### config.mk
export PLATFORM = sky130hd
export DESIGN_NAME = ipsxe_fft_bitrev_pingpong_ctrl
export DESIGN_NICKNAME = d
export VERILOG_FILES = /design/src/rtl/ipsxe_fft_bitrev_pkg.sv /design/src/rtl/ipsxe_fft_distributed_sdpram_v1_2.sv /design/src/rtl/ipsxe_fft_bitrev_pingpong_ctrl.sv
export SDC_FILE = /design/constraint.sdc
export NUM_CORES = 2
export LEC_CHECK = 0
export ABC_AREA = 1
export BUFFER_PORTS_ARGS = -buffer_cell sky130_fd_sc_hd__buf_2
export CAP_MARGIN = 20
export CORE_MARGIN = 8
export CORE_UTILIZATION = 57
export DETAILED_ROUTE_END_ITERATION = 7
export PLACE_DENSITY = 0.73
export RECOVER_POWER = 25
export SLEW_MARGIN = 20
export SYNTH_ARGS = -nofsm -noshare
export SYNTH_HDL_FRONTEND = slang
export SYNTH_SLANG_ARGS = --single-unit
### constraint.sdc
create_clock -name i_aclk -period 4.75 [get_ports i_aclk]
set_input_delay 0.7125 -clock i_aclk [delete_from_list [all_inputs] [get_ports i_aclk]]
set_output_delay 0.7125 -clock i_aclk [all_outputs]
set_load 0.01 [all_outputs]
### src/rtl/ipsxe_fft_bitrev_pkg.sv
// Shared definitions for the FFT bit-reversal ping-pong input buffer:
// read-side FSM states, bank-select position and the index bit-reverse helper.
package ipsxe_fft_bitrev_pkg;

  // Widest frame index the controller supports (N up to 1024).
  localparam int MAX_ADDR_WIDTH = 10;

  // The bank-select bit sits this many places below the buffer address MSB,
  // i.e. the buffer address is {bank, index}.
  localparam int BANK_SEL_POS_FROM_MSB = 0;

  // Read-side sequencing states.
  typedef enum logic {
    IDLE = 1'b0,
    RUN  = 1'b1
  } rd_state_e;

  // Mirror the low 'width' bits of idx; bits at and above 'width' return 0.
  function automatic logic [MAX_ADDR_WIDTH-1:0] bitrev(
    input logic [MAX_ADDR_WIDTH-1:0] idx,
    input int                        width
  );
    logic [MAX_ADDR_WIDTH-1:0] r;
    r = '0;
    for (int i = 0; i < MAX_ADDR_WIDTH; i++) begin
      if (i < width) r[i] = idx[width-1-i];
    end
    return r;
  endfunction

endpackage

### src/rtl/ipsxe_fft_distributed_sdpram_v1_2.sv
// Simple dual-port distributed RAM: synchronous write port, read port either
// combinational (OUT_REG=0) or registered (OUT_REG!=0). Initialisation files
// are not supported by this model; INIT_FILE must stay "NONE".
module ipsxe_fft_distributed_sdpram_v1_2 #(
  parameter int ADDR_WIDTH = 7,
  parameter int DATA_WIDTH = 32,
  parameter int OUT_REG    = 0,
  parameter     INIT_FILE  = "NONE"
) (
  input  logic                  wr_clk,
  input  logic                  rd_clk,
  input  logic                  rst,
  input  logic                  wr_en,
  input  logic [ADDR_WIDTH-1:0] wr_addr,
  input  logic [DATA_WIDTH-1:0] wr_data,
  input  logic                  rd_en,
  input  logic [ADDR_WIDTH-1:0] rd_addr,
  output logic [DATA_WIDTH-1:0] rd_data
);

  logic [DATA_WIDTH-1:0] r_mem [0:(1<<ADDR_WIDTH)-1];

  // Write port: store one word per enabled cycle.
  // NOTE: state is updated with <= so every flop samples pre-edge values;
  // the array has no reset so it maps onto LUT RAM rather than flops.
  always_ff @(posedge wr_clk) begin
    if (wr_en) r_mem[wr_addr] <= wr_data;
  end

  if (OUT_REG != 0) begin : g_out_reg
    logic [DATA_WIDTH-1:0] r_rd_data;

    // Registered read port with its own synchronous clear.
    always_ff @(posedge rd_clk) begin
      if (rst)        r_rd_data <= '0;
      else if (rd_en) r_rd_data <= r_mem[rd_addr];
    end

    assign rd_data = r_rd_data;
  end else begin : g_comb_rd
    logic w_unused;
    assign w_unused = ^{rst, rd_clk};
    assign rd_data  = rd_en ? r_mem[rd_addr] : '0;
  end

  if (INIT_FILE != "NONE") begin : g_init_unsupported
    // Contents start undefined; buffered data is always written before read.
  end

endmodule

### src/rtl/ipsxe_fft_bitrev_pingpong_ctrl.sv
// Ping-pong input buffer for the FFT core. Natural-order samples fill one
// bank while the other bank is streamed out, in bit-reversed order when
// IPSXE_FFT_BITREV_EN is defined and in natural order otherwise.
module ipsxe_fft_bitrev_pingpong_ctrl
  import ipsxe_fft_bitrev_pkg::*;
#(
  parameter int ADDR_WIDTH = 6,
  parameter int DATA_WIDTH = 32
) (
  input  logic                  i_aclk,
  input  logic                  i_aresetn,
  input  logic                  s_valid,
  output logic                  s_ready,
  input  logic [DATA_WIDTH-1:0] s_data,
  input  logic                  s_last,
  output logic                  m_valid,
  input  logic                  m_ready,
  output logic [DATA_WIDTH-1:0] m_data,
  output logic                  m_last,
  output logic                  o_err_last
);

  localparam logic [ADDR_WIDTH-1:0] LAST_IDX = '1;
  localparam int                    BANK_BIT = ADDR_WIDTH - BANK_SEL_POS_FROM_MSB;

  logic [1:0]            r_full;
  logic                  r_wr_bank;
  logic [ADDR_WIDTH-1:0] r_wr_cnt;
  logic                  r_err_last;
  rd_state_e             r_state;
  logic                  r_rd_bank;
  logic [ADDR_WIDTH-1:0] r_rd_cnt;
  logic                  r_m_valid;
  logic [DATA_WIDTH-1:0] r_m_data;
  logic                  r_m_last;

  logic                  w_wr_hs;
  logic                  w_wr_at_last;
  logic                  w_wr_wrap;
  logic                  w_load;
  logic                  w_rd_at_last;
  logic                  w_rd_wrap;
  logic [1:0]            w_full_nxt;
  logic [ADDR_WIDTH-1:0] w_rd_idx;
  logic [ADDR_WIDTH:0]   w_wr_addr;
  logic [ADDR_WIDTH:0]   w_rd_addr;
  logic [DATA_WIDTH-1:0] w_rd_data;

  assign s_ready      = ~r_full[r_wr_bank];
  assign w_wr_hs      = s_valid & s_ready;
  assign w_wr_at_last = (r_wr_cnt == LAST_IDX);
  assign w_wr_wrap    = w_wr_hs & w_wr_at_last;

  assign w_load       = (r_state == RUN) & (~r_m_valid | m_ready);
  assign w_rd_at_last = (r_rd_cnt == LAST_IDX);
  assign w_rd_wrap    = w_load & w_rd_at_last;

`ifdef IPSXE_FFT_BITREV_EN
  assign w_rd_idx = ADDR_WIDTH'(bitrev(MAX_ADDR_WIDTH'(r_rd_cnt), ADDR_WIDTH));
`else
  assign w_rd_idx = r_rd_cnt;
`endif

  // Bank flags after this cycle's events; the write side only ever sets the
  // bank it is filling and the read side only clears the bank it is draining.
  // NOTE: every combinational output gets a default first so no latch forms.
  always_comb begin
    w_full_nxt = r_full;
    if (w_wr_wrap) w_full_nxt[r_wr_bank] = 1'b1;
    if (w_rd_wrap) w_full_nxt[r_rd_bank] = 1'b0;
  end

  // Buffer addresses: bank select above the in-frame index.
  always_comb begin
    w_wr_addr                  = '0;
    w_wr_addr[ADDR_WIDTH-1:0]  = r_wr_cnt;
    w_wr_addr[BANK_BIT]        = r_wr_bank;
    w_rd_addr                  = '0;
    w_rd_addr[ADDR_WIDTH-1:0]  = w_rd_idx;
    w_rd_addr[BANK_BIT]        = r_rd_bank;
  end

  // Write side: count accepted samples, hand full banks over, flag s_last errors.
  always_ff @(posedge i_aclk or negedge i_aresetn) begin
    if (!i_aresetn) begin
      r_full     <= '0;
      r_wr_bank  <= 1'b0;
      r_wr_cnt   <= '0;
      r_err_last <= 1'b0;
    end else begin
      r_full     <= w_full_nxt;
      r_err_last <= w_wr_hs & (s_last != w_wr_at_last);
      if (w_wr_hs) begin
        r_wr_cnt <= r_wr_cnt + ADDR_WIDTH'(1);
        if (w_wr_at_last) r_wr_bank <= ~r_wr_bank;
      end
    end
  end

  // Read side: FSM, read counter and the registered output stage.
  always_ff @(posedge i_aclk or negedge i_aresetn) begin
    if (!i_aresetn) begin
      r_state   <= IDLE;
      r_rd_bank <= 1'b0;
      r_rd_cnt  <= '0;
      r_m_valid <= 1'b0;
      r_m_data  <= '0;
      r_m_last  <= 1'b0;
    end else begin
      if (w_load) begin
        r_m_valid <= 1'b1;
        r_m_data  <= w_rd_data;
        r_m_last  <= w_rd_at_last;
        r_rd_cnt  <= r_rd_cnt + ADDR_WIDTH'(1);
        if (w_rd_at_last) r_rd_bank <= ~r_rd_bank;
      end else if (m_ready) begin
        r_m_valid <= 1'b0;
      end

      case (r_state)
        IDLE: if (w_full_nxt[r_rd_bank]) r_state <= RUN;
        RUN:  if (w_rd_wrap && !w_full_nxt[~r_rd_bank]) r_state <= IDLE;
      endcase
    end
  end

  assign m_valid    = r_m_valid;
  assign m_data     = r_m_data;
  assign m_last     = r_m_last;
  assign o_err_last = r_err_last;

  ipsxe_fft_distributed_sdpram_v1_2 #(
    .ADDR_WIDTH (ADDR_WIDTH + 1),
    .DATA_WIDTH (DATA_WIDTH),
    .OUT_REG    (0),
    .INIT_FILE  ("NONE")
  ) u_sdpram (
    .wr_clk  (i_aclk),
    .rd_clk  (i_aclk),
    .rst     (1'b0),
    .wr_en   (w_wr_hs),
    .wr_addr (w_wr_addr),
    .wr_data (s_data),
    .rd_en   (1'b1),
    .rd_addr (w_rd_addr),
    .rd_data (w_rd_data)
  );

endmodule

# Word-level counts from Yosys, hierarchy flattened
# Memory sizes are Yosys's and may differ from the RTL's. A register that Yosys moved wholly into a read port is not among the register bits.
# Index checks and enable logic that the tools add are counted.
# W data, S select, Z words.
[op_classes]
n_lt_le_gt_ge = 5
reduce_logical = 8
n_mux = 19
n_bitwise = 14
eq_ne = 3
add_sub_neg = 2
[op_table]
columns = ["operator", "n"]
rows = [
  ["$mux W1", 14],
  ["$add A6 B1 Y6 const B", 2],
  ["$eq A6 B6 Y1 const B", 2],
  ["$lt A1 B2 Y1 const B", 3],
  ["$and A1 B1 Y1", 5],
  ["$not A1 Y1", 5],
  ["$mux W2", 2],
  ["$reduce_and A2 Y1", 2],
  ["$logic_and A1 B1 Y1", 3],
  ["$and A2 B2 Y2", 1],
  ["$demux W1 S1", 2],
  ["$ge A1 B1 Y1 const B", 2],
  ["$logic_not A1 Y1", 2],
  ["$not A2 Y2", 1],
  ["$or A2 B2 Y2", 1],
  ["$pmux W1 S2", 1],
  ["$reduce_bool A2 Y1", 1],
  ["$ne A1 B1 Y1", 1],
  ["$or A1 B1 Y1", 1],
]
[word_totals]
out_inout_bits = 36
mem_bits_rw = 4096
inputBits = 37
n_memories = 1
wordCells = 61
ff_bits = 20
[memory_table]
columns = ["name", "words", "width", "rd", "rd_clocked_by_memory_dff", "write_ports", "line_no", "rtl"]
rows = [
  ["u_sdpram.r_mem", 128, 32, 1, 1, 1, "ipsxe_fft_distributed_sdpram_v1_2.sv:21", "logic [DATA_WIDTH-1:0] r_mem [0:(1<<ADDR_WIDTH)-1];"],
]

# Logic depth before layout (Yosys ltp)
[depth]
depth_word = 14
ltp_mapped = 15
depth_no_buf = 11

# Hierarchy
# A second synthesis with hierarchy kept.
[hier_totals]
cells_unflattened = 13787
hier_area_um2 = 167496.9
[modules_own_cells]
columns = ["module", "area_per_inst_um2", "cells_per_inst", "instances", "seq_area_each_um2"]
rows = [
  ["ipsxe_fft_distributed_sdpram_v1_2", 165369.9, 13551, 1, 122998.0],
  ["ipsxe_fft_bitrev_pingpong_ctrl", 2127.0, 236, 1, 1301.2],
]

# Least setup slack after synthesis
# No wires, ideal clock.
[synth_timing]
kind = "register to register"
from = "register r_wr_bank"
to = "memory u_sdpram.r_mem[63][0] (enable)"
synth_period_minus_slack_ns = 4.147
stages_incl_launch_ff = 9
required_time_ns = 4.289
setup_ns = 0.461
n_path_buf = 2
t_arrival_ns = 3.686
slack_ns = 0.603
path_cell_list = "dfrtp_1 > buf_2 > or2_2 > o21ai_2 > nand2_1 > inv_1 > buf_6 > nand4_1 > nor3_1"
[synth_between]
elab_chain_len = 6
[synth_lines]
columns = ["item", "line_no", "rtl"]
rows = [
  ["start, declared", "ipsxe_fft_bitrev_pingpong_ctrl.sv:27", "logic r_wr_bank;"],
  ["start signal, assigned", "ipsxe_fft_bitrev_pingpong_ctrl.sv:95", "if (w_wr_at_last) r_wr_bank <= ~r_wr_bank;"],
  ["$mux W1 (implied by the code) (2 in series)", "ipsxe_fft_bitrev_pingpong_ctrl.sv:49", "assign s_ready = ~r_full[r_wr_bank];"],
  ["$not A1 Y1", "ipsxe_fft_bitrev_pingpong_ctrl.sv:49", ""],
  ["named net s_ready", "ipsxe_fft_bitrev_pingpong_ctrl.sv:13", "output logic s_ready,"],
  ["$and A1 B1 Y1", "ipsxe_fft_bitrev_pingpong_ctrl.sv:50", "assign w_wr_hs = s_valid & s_ready;"],
  ["$mux W1", "ipsxe_fft_distributed_sdpram_v1_2.sv:27", "if (wr_en) r_mem[wr_addr] <= wr_data;"],
  ["$mux W1 (implied by the code)", "ipsxe_fft_distributed_sdpram_v1_2.sv:27", ""],
  ["end, declared", "ipsxe_fft_distributed_sdpram_v1_2.sv:21", ""],
]
# The timed path passes the listed nets, and every way through them passes these cells. The select of a mux whose other input is x is not followed.

# Final worst setup path
[layout_timing]
from = "input s_data[13]"
to = "memory u_sdpram.r_mem[127][13], data pin"
[layout_lines]
columns = ["item", "line_no", "rtl"]
rows = [
  ["start, declared", "ipsxe_fft_bitrev_pingpong_ctrl.sv:14", "input logic [DATA_WIDTH-1:0] s_data,"],
]
# Straight into the memory's write port.

==> results.sh <==
export IMPL_status="complete, but fails checks"
export IMPL_violations="capacitance limit, slew limit"
export IMPL_synth_top_family_by_area="simple AND/OR/NAND/NOR gates"
export IMPL_cp_end_kind="flip-flop"
export IMPL_crit_fanout=72
export IMPL_crit_cells=2
export IMPL_netlist_area_sq_um=166000
export IMPL_port_buffers=72
export IMPL_die_w_microns=556
export IMPL_cp_buffers_inverters=2
export IMPL_max_freq_ghz=0.240
export IMPL_fin_crit_ns=4.17
export IMPL_stdcell_area_sq_um=185000
export IMPL_critPathMaxStageDelay_ns=2.14
export IMPL_hold_viol_final=0
export IMPL_cts_clk_slew_worst_paths_ns=0.06
export IMPL_wl_per_cell_microns=26.7
export IMPL_fin_util_pct=63.6
export IMPL_cts_tree="done"
export IMPL_post_cts_resized=0
export IMPL_initial_core_util_pct=57.2
export IMPL_grt_use_met3_pct=5.43
export IMPL_multi_input_comb_area_sq_um=38200
export IMPL_htreeDepth=5
export IMPL_final_common_cell="nand2_1"
export IMPL_synthTopCellsByArea="edfxtp_1 (74%), nand3_1 (11%), nand2_1 (10%)"
export IMPL_finalCritPeriodShare_pct=87.8
export IMPL_cts_buffers=406
export IMPL_coreArea_sq_um=291000
export IMPL_grt_usage_pct=29.9
export IMPL_syn_num_nets=13707
export IMPL_use_met1_pct=40.8
export IMPL_cts_setup_buffers=0
export IMPL_rsz0062_at_grt="false"
export IMPL_synth_top_area_share_pct=74.0
export IMPL_fin_skew_ns=0.0656
export IMPL_crit_family="buffers and inverters"
export IMPL_power_density_nw_per_um2=607
export IMPL_clock_latency_ns=0.98
export IMPL_ys_warn_count=0
export IMPL_grt_start_max_net_pins=196
export IMPL_clock_root_buffer="clkbuf_16"
export IMPL_first_iter_violations=17303
export IMPL_final_setup_tns_ns=0
export IMPL_synth_cells=13668
export IMPL_synth_cell_types=24
export IMPL_drc=0
export IMPL_final_cell_mix="nand2_1 (4632), edfxtp_1 (4096), nand3_1 (3663), clkbuf_16 (411), buf_4 (282)"
export IMPL_dp_final_hpwl_microns=265000
export IMPL_slowest_stage="clkbuf_1"
export IMPL_ir_drop_mv=0.858
export IMPL_grt_busiest_layer="met2"
export IMPL_hold_depth=3
export IMPL_grt_use_met2_pct=45.6
export IMPL_placed_area_sq_um=172000
export IMPL_avgViaCountPerCell=6.23
export IMPL_ys_seq_area_share_pct=74.8
export IMPL_grt_pass1_wl_microns=689000
export IMPL_finalSetupViolations=0
export IMPL_n_fill_cell=20793
export IMPL_synth_compound_area_share_pct=0.400
export IMPL_first_pass_iters=8
export IMPL_yosysTopAreaCell="edfxtp_1"
export IMPL_regArea_sq_um=124000
export IMPL_start_kind="input port"
export IMPL_arrival_ns=4.64
export IMPL_cts_num_sinks=4148
export IMPL_synthXorXnorAreaFrac_pct=0.0633
export IMPL_antenna_found_initial=12
export IMPL_synth_seq_cells=4148
export IMPL_worst_pin_slew_ns=4.49
export IMPL_gp_congestion=0.905
export IMPL_drt_total_wl_microns=477000
export IMPL_dieArea_sq_um=309000
export IMPL_relSlewSlack_pct=-199
export IMPL_crit_type="input port to flip-flop"
export IMPL_crit_required_ns=5.22
export IMPL_synth_adder_area_share_pct=0.0151
export IMPL_reg2reg_depth=12
export IMPL_ioPinCount=73
export IMPL_grt_overflow=0
export IMPL_synthMuxAreaShare_pct=0
export IMPL_synth_simple_gate_area_share_pct=21.9
export IMPL_area_growth_pct=11.3
export IMPL_slew_violations=2260
export IMPL_grt_pass1_vias=104210
export IMPL_maxCapViolCount=42
export IMPL_row_count=198
export IMPL_syn_mean_instance_area_sq_um=12.2
export IMPL_crit_chain="clkbuf_1 > clkbuf_2"
export IMPL_min_path_type="input port to flip-flop"
export IMPL_p_leak_uw=0.0649
export IMPL_ctsLongestPathBuffers=4
export IMPL_vias=111377
export IMPL_ant_nets=0
export IMPL_drive_gt1_share_pct=8.03
export IMPL_fp_dieH_microns=556
export IMPL_nets=13668
per-layer routing:
metal | up-vias | routed length (microns)
met1 | 54066 | 173000
met2 | 7585 | 215000
met4 | 4 | 32000
met5 | - | 21
li1 | 48534 | -
met3 | 1188 | 56400
sequential cells by signal (all words and copies together), names as in the netlist, 2 cells and up:
register / cells
r_rd_cnt: 6
u_sdpram.r_mem: 4096
m_data: 32
r_full: 2
r_wr_cnt: 6
cell usage after synthesis:
cell type / n
buf_1: 53
nand4_4: 4
nor2_1: 138
a21oi_1: 128
o21ai_2: 1
buf_6: 11
buf_2: 538
inv_4: 2
or2_2: 1
nand2_1: 4634
nor3_1: 6
ha_1: 2
nor2_2: 1
nand3_1: 3663
clkbuf_1: 185
xor2_1: 12
nand4_1: 4
clkinv_1: 2
o21ai_0: 3
inv_1: 14
buf_4: 115
edfxtp_1: 4096
inv_2: 3
dfrtp_1: 52
through the flow:
| step | setup WS [ns] | total power (uW) | std cells | hold slack, ns |
|---|---|---|---|---|
| 2_1_floorplan | 0.603 | 65500 | 13668 | 0.417 |
| 3_3_place_gp | 1.15 | 79200 | 17110 | 0.465 |
| 3_5_place_dp | 1.11 | 79700 | 17116 | 0.461 |
| 4_1_cts | 1.14 | 111000 | 17862 | 0.137 |
| 5_1_grt | 0.608 | 116000 | 17867 | 0.223 |
| 6_report | 0.577 | 112000 | 17873 | 0.263 |
final timing paths:
path                                              start                           endpoint  slack [ns]
worst max-delay path                         s_data[13]  u_sdpram.r_mem[127][13]$_DFFE_PP_        0.58
worst min-delay path                            s_valid            r_wr_cnt[0]$_DFFE_PN0N_        0.26
worst max register to register  r_rd_cnt[0]$_DFFE_PN0P_              m_data[3]$_DFFE_PN0P_        1.03
worst min register to register   m_data[10]$_DFFE_PN0P_             m_data[10]$_DFFE_PN0P_        0.48
max in group asynchronous                     i_aresetn              m_data[3]$_DFFE_PN0P_        2.67
min in group asynchronous                     i_aresetn              m_data[1]$_DFFE_PN0P_        0.65
logic make-up (layout without fill, tap and decap cells):
| logic type | Yosys count | after routing |
|---|---|---|
| xor gates and xnor gates | 12 | 12 |
| and+or+nand+nor | 8451 | 8451 |
| AOI/OAI and AO/OA | 132 | 132 |
| adders and majority gates | 2 | 2 |
| other | 0 | 7 |
| DFF | 4148 | 4148 |
| buffers and inverters | 923 | 1221 |
power breakdown:
group,leakage (uW),internal (uW),switching (uW)
Combinational,0.0211,9700,28400
Sequential,0.0374,41100,1000
Clock,0.00640,18300,13800
repair_timing:
action | CTS | global route
setup endpoints to repair | 0 | 0
endpoints found under the hold margin | 18 | 0
hold buffers | 1 | 0
cell type report:
cell class | count | area share (%)
Inverter | 21 | 0.0737
Clock inverter | 245 | 1.37
Antenna cell | 7 | 0.00947
Clock buffer | 500 | 5.75
Timing Repair Buffer | 455 | 2.31
Multi-Input combinational cell | 8597 | 20.6
Tap cell | 3900 | 2.64
Sequential cell | 4148 | 67.2
Power figures use the tool's default switching activity.
